### src/rtl/hud_border_overlay_pkg.sv
`default_nettype none
// ============================================================================
//  Module      : hud_border_overlay_pkg
//  Description : Shared blink-state encodings and BCD to 7-segment mapping
//                for the HUD border/timer compositor.
//  Revision    : 1.0 - initial release
// ============================================================================
package hud_border_overlay_pkg;

    localparam logic [1:0] c_st_idle = 2'd0;
    localparam logic [1:0] c_st_on   = 2'd1;
    localparam logic [1:0] c_st_off  = 2'd2;

    // Segment order {a,b,c,d,e,f,g}; non-decimal codes light nothing.
    function automatic logic [6:0] seg_map(input logic [3:0] bcd);
        case (bcd)
            4'd0:    seg_map = 7'b1111110;
            4'd1:    seg_map = 7'b0110000;
            4'd2:    seg_map = 7'b1101101;
            4'd3:    seg_map = 7'b1111001;
            4'd4:    seg_map = 7'b0110011;
            4'd5:    seg_map = 7'b1011011;
            4'd6:    seg_map = 7'b1011111;
            4'd7:    seg_map = 7'b1110000;
            4'd8:    seg_map = 7'b1111111;
            4'd9:    seg_map = 7'b1111011;
            default: seg_map = 7'b0000000;
        endcase
    endfunction

endpackage
`default_nettype wire

### src/rtl/hud_border_overlay_seg7_glyph.sv
`default_nettype none
// ============================================================================
//  Module      : hud_border_overlay_seg7_glyph
//  Description : Combinational 16x16 seven-segment glyph pixel lookup.
//  Revision    : 1.0 - initial release
// ============================================================================
module hud_border_overlay_seg7_glyph
    import hud_border_overlay_pkg::*;
(
    input  logic [3:0] i_bcd,
    input  logic [3:0] i_lx,
    input  logic [3:0] i_ly,
    output logic       o_lit
);

    logic [6:0] w_seg;
    logic       w_mid_x;
    logic       w_left_x;
    logic       w_right_x;
    logic       w_upper_y;
    logic       w_lower_y;
    logic       w_a, w_b, w_c, w_d, w_e, w_f, w_g;

    assign w_seg     = seg_map(i_bcd);
    assign w_mid_x   = (i_lx >= 4'd3)  && (i_lx <= 4'd12);
    assign w_left_x  = (i_lx >= 4'd1)  && (i_lx <= 4'd2);
    assign w_right_x = (i_lx >= 4'd13) && (i_lx <= 4'd14);
    assign w_upper_y = (i_ly >= 4'd3)  && (i_ly <= 4'd6);
    assign w_lower_y = (i_ly >= 4'd9)  && (i_ly <= 4'd12);

    assign w_a = w_seg[6] && w_mid_x   && ((i_ly == 4'd1)  || (i_ly == 4'd2));
    assign w_b = w_seg[5] && w_right_x && w_upper_y;
    assign w_c = w_seg[4] && w_right_x && w_lower_y;
    assign w_d = w_seg[3] && w_mid_x   && ((i_ly == 4'd13) || (i_ly == 4'd14));
    assign w_e = w_seg[2] && w_left_x  && w_lower_y;
    assign w_f = w_seg[1] && w_left_x  && w_upper_y;
    assign w_g = w_seg[0] && w_mid_x   && ((i_ly == 4'd7)  || (i_ly == 4'd8));

    assign o_lit = w_a || w_b || w_c || w_d || w_e || w_f || w_g;

endmodule
`default_nettype wire

### src/rtl/hud_border_overlay.sv
`default_nettype none
// ============================================================================
//  Module      : hud_border_overlay
//  Description : 2-stage compositor drawing a border frame and a blinking
//                N-digit BCD timer over the game pixel stream.
//  Revision    : 1.0 - initial release
// ============================================================================
module hud_border_overlay
    import hud_border_overlay_pkg::*;
#(
    parameter int          H_ACTIVE      = 640,
    parameter int          V_ACTIVE      = 480,
    parameter int          BORDER_W      = 16,
    parameter int          NUM_DIGITS    = 3,
    parameter int          DIGIT_SCALE   = 1,
    parameter int          LZ_BLANK      = 1,
    parameter int          BLINK_FRAMES  = 30,
    parameter logic [15:0] BORDER_COLOUR = 16'h4040,
    parameter logic [15:0] DIGIT_FG      = 16'hFFFF,
    parameter logic [15:0] ALERT_FG      = 16'hF800,
    parameter logic [15:0] DIGIT_BG      = 16'h0000
) (
    input  logic                    vga_clk,
    input  logic                    sys_rst_n,
    input  logic [9:0]              pix_x,
    input  logic [9:0]              pix_y,
    input  logic                    pix_valid,
    input  logic [15:0]             pix_in_data,
    input  logic                    frame_start,
    input  logic [4*NUM_DIGITS-1:0] digits_bcd,
    input  logic                    alert,
    output logic [15:0]             pix_data,
    output logic                    pix_data_valid
);

    localparam int c_cw    = 16 * DIGIT_SCALE;
    localparam int c_sh    = $clog2(DIGIT_SCALE);
    localparam int c_tl    = (H_ACTIVE - NUM_DIGITS * c_cw) / 2;
    localparam int c_cnt_w = (BLINK_FRAMES > 1) ? $clog2(BLINK_FRAMES) : 1;

    localparam logic [10:0]        c_box_x0   = 11'(c_tl);
    localparam logic [10:0]        c_box_x1   = 11'(c_tl + NUM_DIGITS * c_cw);
    localparam logic [10:0]        c_box_y0   = 11'(V_ACTIVE - c_cw);
    localparam logic [10:0]        c_box_y1   = 11'(V_ACTIVE);
    localparam logic [10:0]        c_bdr_lo   = 11'(BORDER_W);
    localparam logic [10:0]        c_bdr_r    = 11'(H_ACTIVE - BORDER_W);
    localparam logic [10:0]        c_bdr_b    = 11'(V_ACTIVE - BORDER_W);
    localparam logic [c_cnt_w-1:0] c_cnt_last = c_cnt_w'(BLINK_FRAMES - 1);

    logic [10:0]             w_x, w_y, w_dx, w_dy;
    logic                    w_in_box, w_in_border;
    logic [2:0]              w_k, w_dig_idx;
    logic [3:0]              w_lx, w_ly;
    logic [3:0]              w_sel_bcd, w_s1_bcd;
    logic                    w_lead, w_blank;
    logic                    w_lit;
    logic [15:0]             w_pix;

    logic [4*NUM_DIGITS-1:0] r_snap;
    logic [1:0]              r_state;
    logic [c_cnt_w-1:0]      r_cnt;
    logic                    r_s1_box, r_s1_border, r_s1_valid;
    logic [3:0]              r_s1_bcd, r_s1_lx, r_s1_ly;
    logic [15:0]             r_s1_data;

    // Stage 1: region decode and local glyph coordinates.
    assign w_x         = {1'b0, pix_x};
    assign w_y         = {1'b0, pix_y};
    assign w_in_box    = (w_x >= c_box_x0) && (w_x < c_box_x1) &&
                         (w_y >= c_box_y0) && (w_y < c_box_y1);
    assign w_in_border = (w_x < c_bdr_lo) || (w_x >= c_bdr_r) ||
                         (w_y < c_bdr_lo) || (w_y >= c_bdr_b);
    assign w_dx        = w_x - c_box_x0;
    assign w_dy        = w_y - c_box_y0;
    assign w_k         = 3'(w_dx >> (4 + c_sh));
    assign w_dig_idx   = 3'(NUM_DIGITS - 1) - w_k;
    assign w_lx        = 4'(w_dx >> c_sh);
    assign w_ly        = 4'(w_dy >> c_sh);

    // Digit value is taken from the snapshot here, not in stage 2, so a pixel
    // coincident with frame_start still sees the previous frame's digits.
    always_comb begin
        w_sel_bcd = 4'd0;
        w_blank   = 1'b0;
        w_lead    = 1'b1;
        for (int i = NUM_DIGITS - 1; i >= 0; i--) begin
            w_lead = w_lead && (r_snap[4*i +: 4] == 4'd0);
            if (w_dig_idx == 3'(i)) begin
                w_sel_bcd = r_snap[4*i +: 4];
                w_blank   = (LZ_BLANK != 0) && (i != 0) && w_lead;
            end
        end
    end

    assign w_s1_bcd = w_blank ? 4'hF : w_sel_bcd;

    always_ff @(posedge vga_clk or negedge sys_rst_n) begin
        if (!sys_rst_n) begin
            r_s1_box    <= 1'b0;
            r_s1_border <= 1'b0;
            r_s1_valid  <= 1'b0;
            r_s1_bcd    <= 4'd0;
            r_s1_lx     <= 4'd0;
            r_s1_ly     <= 4'd0;
            r_s1_data   <= 16'd0;
        end else begin
            r_s1_box    <= w_in_box;
            r_s1_border <= w_in_border;
            r_s1_valid  <= pix_valid;
            r_s1_bcd    <= w_s1_bcd;
            r_s1_lx     <= w_lx;
            r_s1_ly     <= w_ly;
            r_s1_data   <= pix_in_data;
        end
    end

    always_ff @(posedge vga_clk or negedge sys_rst_n) begin
        if (!sys_rst_n) begin
            r_snap  <= '0;
            r_state <= c_st_idle;
            r_cnt   <= '0;
        end else if (frame_start) begin
            r_snap <= digits_bcd;
            case (r_state)
                c_st_idle: begin
                    if (alert) begin
                        r_state <= c_st_on;
                        r_cnt   <= '0;
                    end
                end
                default: begin
                    if (!alert) begin
                        r_state <= c_st_idle;
                        r_cnt   <= '0;
                    end else if (r_cnt == c_cnt_last) begin
                        r_state <= (r_state == c_st_on) ? c_st_off : c_st_on;
                        r_cnt   <= '0;
                    end else begin
                        r_cnt <= r_cnt + 1'b1;
                    end
                end
            endcase
        end
    end

    // Stage 2: glyph lookup and colour priority mux.
    hud_border_overlay_seg7_glyph u_glyph (
        .i_bcd (r_s1_bcd),
        .i_lx  (r_s1_lx),
        .i_ly  (r_s1_ly),
        .o_lit (w_lit)
    );

    always_comb begin
        w_pix = r_s1_data;
        if (r_s1_box) begin
            w_pix = DIGIT_BG;
            if (w_lit) begin
                case (r_state)
                    c_st_on:  w_pix = ALERT_FG;
                    c_st_off: w_pix = DIGIT_BG;
                    default:  w_pix = DIGIT_FG;
                endcase
            end
        end else if (r_s1_border) begin
            w_pix = BORDER_COLOUR;
        end
    end

    always_ff @(posedge vga_clk or negedge sys_rst_n) begin
        if (!sys_rst_n) begin
            pix_data       <= 16'd0;
            pix_data_valid <= 1'b0;
        end else begin
            pix_data       <= w_pix;
            pix_data_valid <= r_s1_valid;
        end
    end

endmodule
`default_nettype wire
### config.mk
export PLATFORM = sky130hd
export DESIGN_NAME = hud_border_overlay
export DESIGN_NICKNAME = d
export VERILOG_FILES = /design/src/rtl/hud_border_overlay_pkg.sv /design/src/rtl/hud_border_overlay_seg7_glyph.sv /design/src/rtl/hud_border_overlay.sv
export SDC_FILE = /design/constraint.sdc
export NUM_CORES = 1
export LEC_CHECK = 0
export CORE_MARGIN = 5
export CORE_UTILIZATION = 53
export DETAILED_ROUTE_END_ITERATION = 10
export PLACE_DENSITY_LB_ADDON = 0.2
export SLEW_MARGIN = 40
export SYNTH_ARGS = -nofsm -noshare
export SYNTH_HDL_FRONTEND = slang
export SYNTH_SLANG_ARGS = --single-unit
### constraint.sdc
create_clock -name vga_clk -period 3.7 [get_ports vga_clk]
set_clock_uncertainty 0.15 [all_clocks]
set_input_delay 0.555 -clock vga_clk [delete_from_list [all_inputs] [get_ports vga_clk]]
set_output_delay 0.555 -clock vga_clk [all_outputs]
set_load 0.005 [all_outputs]
; ---- Yosys cells after proc, flatten, opt, wreduce, memory -nomap -nowiden
; Memories as Yosys holds them, arrays and structs flattened.
; Index checks and enable logic that the tools add are counted.
[totals]
register_bits = 67
latch_bits = 0
mem_bits_rw = 0
romBits = 112
inputBits = 53
output_inout_bits = 17
word_cells = 108
memories = 1
[op_classes]
add_sub_neg = 4
mul = 0
n_div = 0
order_cmp = 17
eq_ne = 13
shift = 0
muxes = 20
bitwise_logic = 0
reduce_logical = 41
[mem_list]
columns = memory, words, word_bits, read_ports, rd_clocked_by_memory_dff, write_ports, line
row1 = (name not given), 16, 7, 1, 0, 0, hud_border_overlay_pkg.sv:16  ; case (bcd)
[ops]
columns = cell, n
row1 = $mux 16, 3
row2 = $pmux 16 s2, 1
row3 = $logic_and 1x1->1, 23
row4 = $ge 10x9->1 const B, 2
row5 = $lt 10x5->1 const B, 2
row6 = $lt 10x9->1 const B, 2
row7 = $mux 5, 4
row8 = $mux 4, 4
row9 = $eq 4x4->1 const B, 3
row10 = $le 4x4->1 const B, 3
row11 = $logic_or 1x1->1, 12
row12 = $ge 10x10->1 const B, 1
row13 = $mux 2, 5
row14 = $ge 4x2->1 const B, 2
row15 = $ge 4x4->1 const B, 2
row16 = $logic_not 4->1, 2
row17 = $sub 7x6->7 const B, 1
row18 = $add 5x1->5 const B, 1
row19 = $eq 5x5->1 const B, 1
row20 = $eq 4x1->1 const B, 1
row21 = $eq 4x2->1 const B, 1
row22 = $eq 4x3->1 const B, 1
row23 = $ge 4x1->1 const B, 1
row24 = $le 4x2->1 const B, 1
row25 = 14 further kinds, 16

; ---- Longest topological paths before layout
[logic_depth]
depth_word = 12
mapped_depth = 9
depth_no_buf = 8

; ---- Hierarchy
; Synthesis repeated with hierarchy kept, for this count alone.
[hier_totals]
cells_unflattened = 238
area_unflattened_um2 = 2850.2
[modules_own_cells]
columns = mod, instances, cells_per_inst, area_per_inst_um2, seq_area_each_um2
row1 = hud_border_overlay, 1, 187, 2486.1, 1676.6
row2 = hud_border_overlay_seg7_glyph, 1, 51, 364.1, 0.0

; ---- Worst setup path after synthesis
; No wires, ideal clock.
[synth_timing]
path_type = reg2reg
startpoint = reg r_s1_bcd[1]
endpoint = reg pix_data[6]
setup_time_ns = 0.075
arrival_time_ns = 1.774
t_required_ns = 3.475
path_slack_ns = 1.701
stages_incl_launch_ff = 10
synth_period_minus_slack_ns = 1.999
path_cell_list = dfrtp_1 inv_1 ha_1 nand2b_4 a21o_1 a2111oi_4 a211oi_2 a21oi_2 buf_6 o21bai_4
[synth_between]
elab_chain_len = 11
elab_cells_between_ends = 23
cone_classes = mux: 2 / reduce/logical: 20 / memory: 1
[synth_lines]
columns = item, line
row1 = "start, declared", hud_border_overlay.sv:63  ; logic [3:0] r_s1_bcd, r_s1_lx, r_s1_ly;
row2 = "start signal, assigned", hud_border_overlay.sv:110  ; r_s1_bcd <= w_s1_bcd;
row3 = $mem_v2 16x7 (*), n/a
row4 = "$logic_and 1x1->1, on equally long branches (2 in a row)", "hud_border_overlay_seg7_glyph.sv:31, hud_border_overlay_seg7_glyph.sv:32"
row5 = $logic_or 1x1->1 (5 in a row), hud_border_overlay_seg7_glyph.sv:39  ; assign o_lit = w_a || w_b || w_c || w_d || w_e || w_f || w_g;
row6 = $logic_or 1x1->1 (*), hud_border_overlay_seg7_glyph.sv:39
row7 = $mux 16 (*), hud_border_overlay.sv:158  ; if (w_lit) begin
row8 = $mux 16 (*), hud_border_overlay.sv:156  ; if (r_s1_box) begin
row9 = named net w_pix[6], hud_border_overlay.sv:57  ; logic [15:0] w_pix;
row10 = "end signal, assigned", hud_border_overlay.sv:175  ; pix_data <= w_pix;
row11 = "end, declared", hud_border_overlay.sv:32  ; output logic [15:0] pix_data,
; The timed path passes the listed nets; every way through them passes the cells marked *.
; A chain may end at the register's enable or synchronous reset.

; ---- Final worst setup path
; Ends and elaborated chain as after synthesis.

==> results.json <==
{
  "status": "complete, no violations",
  "area_growth_pct": 32.50,
  "route.met3.wl_um": 269,
  "overflow": 0,
  "cts_sinks": 67,
  "viasPerCell": 5.156,
  "grt_setup_unrepaired": "no",
  "relSlewSlack": 0.6034,
  "num_vias": 2047,
  "cts_root_buf": "clkbuf_8",
  "drtAntennaViolNets": 0,
  "tightest_slew_ns": 0.5909,
  "cts-buffers-inserted": 9,
  "io_pins": 70,
  "cts_setup_buffers": 0,
  "cts_tree": "done",
  "drt-met1-wl_um": 2311,
  "period_share": 0.6433,
  "grtUsageTotal": 0.1658,
  "ys.flop_type": "dfrtp_1",
  "hp-class": "input pin to asynchronous set/reset pin",
  "synth_edf_count": 0,
  "internal-power_uw": 1251,
  "peakVddDrop_v": 0.0003035,
  "design.core.area_um2": 5439,
  "cts_resized": 0,
  "cp.arrival_ns": 2.50,
  "worstPathRequired_ns": 3.82,
  "clk_path_buf_depth": 2,
  "synth_top_cell_by_area": "dfrtp_1",
  "dpl.hpwl_um": 4182,
  "drv_cap": 0,
  "io_buffers": 69,
  "synthArstFlopShare": 1.000,
  "reg2reg_setup_slack_ns": 1.32,
  "period_minus_slack_ns": 2.380,
  "n_antenna_cell": 0,
  "finalPower_uw": 1721,
  "path_clk_slew_ns": 0.07,
  "power_density_nw_per_um2": 445.8,
  "r2r_start": "r_s1_bcd[1]",
  "route.detailed.drc": 0,
  "synth_commonest_cells": "67 x dfrtp_1, 23 x nor2_1, 15 x a21o_1, 14 x o21ai_0, 13 x mux2_2",
  "setup_viol_count_final": 0,
  "drive_gt1_frac": 0.1354,
  "yosysWarnings": 0,
  "setup.worst_path.start_class": "register",
  "die_w_um": 84.15,
  "ys_ff_latch": 67,
  "clock_latency_ns": 0.34,
  "start_util": 0.5358,
  "leakagePower_uw": 0.001734,
  "die_h_um": 84.15,
  "syn-num-nets": 307,
  "wirelength_um": 5391,
  "switching_share": 0.2733,
  "cp_slowest_cell": "a21oi_2",
  "synthTopCellsByArea": "dfrtp_1 58%, mux2_2 5.0%, ha_1 4.7%, a21o_1 3.9%, nor2_1 3.0%",
  "cp_slowest_stage_delay_ns": 0.48,
  "nNetsFinal": 384,
  "syn_inst": 243,
  "reg2regPathDepth": 8,
  "gp_congestion": 0.8602,
  "hold_buffers": 0,
  "fmax_mhz": 420.1,
  "p_clk_frac": 0.321,
  "drtIter0Drc": 41,
  "p_seq_frac": 0.493,
  "critPathKind": "register to register",
  "grt_pass1_wl_um": 9280,
  "wl_met2_um": 2701,
  "syn_area_um2": 2914,
  "end_kind": "register",
  "synth_top_area_share": 0.5754,
  "first_pass_iters": 4,
  "synth.distinct_cells": 49,
  "grt_max_degree": 28,
  "r2r_end": "pix_data[6]",
  "drv_slew": 0,
  "die_area_um2": 7081,
  "finalSetupTns_ns": 0,
  "antenna_found_initial": 0,
  "wl_per_cell_um": 13.58,
  "htree_levels": 3,
  "ys_seq_area_frac": 0.5754,
  "power_frac_comb": 0.186,
  "top_layer_used": "met4",
  "synth.avg_cell_area_um2": 11.99,
  "row_count": 27,
  "cp_cell_sequence": "inv_1, ha_1, nand2b_4, a21o_1, a2111oi_4, a211oi_2, a21oi_2, o21bai_4",
  "path_max_fanout": 11,
  "synth_most_common_cell": "dfrtp_1",
  "p_sw_uw": 470.5,
  "grt_pass1_vias": 2094,
  "hold_violations": 0
}
stage by stage:
stage          area, um2  setup slack (ns)  hold WS [ns]  instances  utilization
2_1_floorplan       2914             1.701        0.1094        243            -
3_3_place_gp        3671             1.258        0.1817        381       0.6749
3_5_place_dp        3674             1.208        0.1958        381       0.6754
4_1_cts             3861             1.286       0.05805        397       0.7099
5_1_grt             3861             1.148       0.08296        397       0.7099
6_report            3861             1.320       0.06020        397       0.7099
sequential cells by signal (all words and copies together) (netlist names):
| register | count |
|---|---|
| pix_data | 16 |
| r_s1_data | 16 |
| r_snap | 12 |
| r_cnt | 5 |
| r_s1_bcd | 4 |
| r_s1_lx | 4 |
| r_s1_ly | 4 |
| r_state | 2 |
| pix_data_valid | 1 |
| r_s1_border | 1 |
| r_s1_box | 1 |
| r_s1_valid | 1 |
power by group through the flow:
stage | Sequential [uW] | Clock [uW] | Combinational (uW)
CTS | 849 | 574 | 327
global placement | 861 | 0 | 320
finish | 849 | 552 | 321
detailed placement | 863 | 0 | 325
global route | 858 | 608 | 365
floorplan | 848 | 0 | 201
area by class of cell:
| type | instances | area, um2 |
|---|---|---|
| Tap cell | 72 | 90.09 |
| Inverter | 8 | 30.03 |
| Clock buffer | 11 | 151.4 |
| Sequential cell | 67 | 1677 |
| Timing Repair Buffer | 71 | 700.7 |
| Multi-Input combinational cell | 163 | 1176 |
| Fill cell | 395 | 1578 |
| Clock inverter | 5 | 36.28 |
layer usage:
layer	global-route usage	up-vias
li1	-	1013
met1	0.2009	980
met2	0.2661	47
met3	0.05986	7
met4	0.07456	0
met5	0	-
critical path, delay by kind of cell (launching register included):
family / cells / cell delay, ns
fa+ha+maj: 1 / 0.20
buf+inv: 1 / 0.12
simple gates: 1 / 0.06
flops: 1 / 0.44
compound gates: 5 / 1.35
layout by cell type, fill, tap and decap left out, drive strengths merged, types with 5 or more instances in the layout:
cell type,instances
clkdlybuf4s50,68
dfrtp,67
nor2,23
a21o,16
o21ai,15
mux2,13
nand2,12
a21oi,12
ha,11
clkbuf,11
nand2b,11
inv,9
nand3,5
worst max-delay path by stage:
stage                            from           to  slack, ns  cells after the start
after floorplan           r_s1_bcd[1]  pix_data[6]       1.70                      9
after global placement       pix_x[4]  r_s1_bcd[3]       1.26                      7
after detailed placement  frame_start   r_state[0]       1.21                      4
after CTS                 r_s1_bcd[1]  pix_data[6]       1.29                      8
after global routing      r_s1_bcd[1]  pix_data[6]       1.15                      8
final                     r_s1_bcd[1]  pix_data[6]       1.32                      8
logic make-up after synthesis:
logic type                 Yosys count  share of synthesized area
and+or+nand+nor                     72                     0.1297
DFF                                 67                     0.5754
AOI/OAI and AO/OA                   60                     0.1537
muxes                               15                    0.05711
buffers and inverters               13                    0.02190
adders and majority gates           11                    0.04723
xor gates and xnor gates             5                    0.01503
Power figures use the tool's default switching activity.
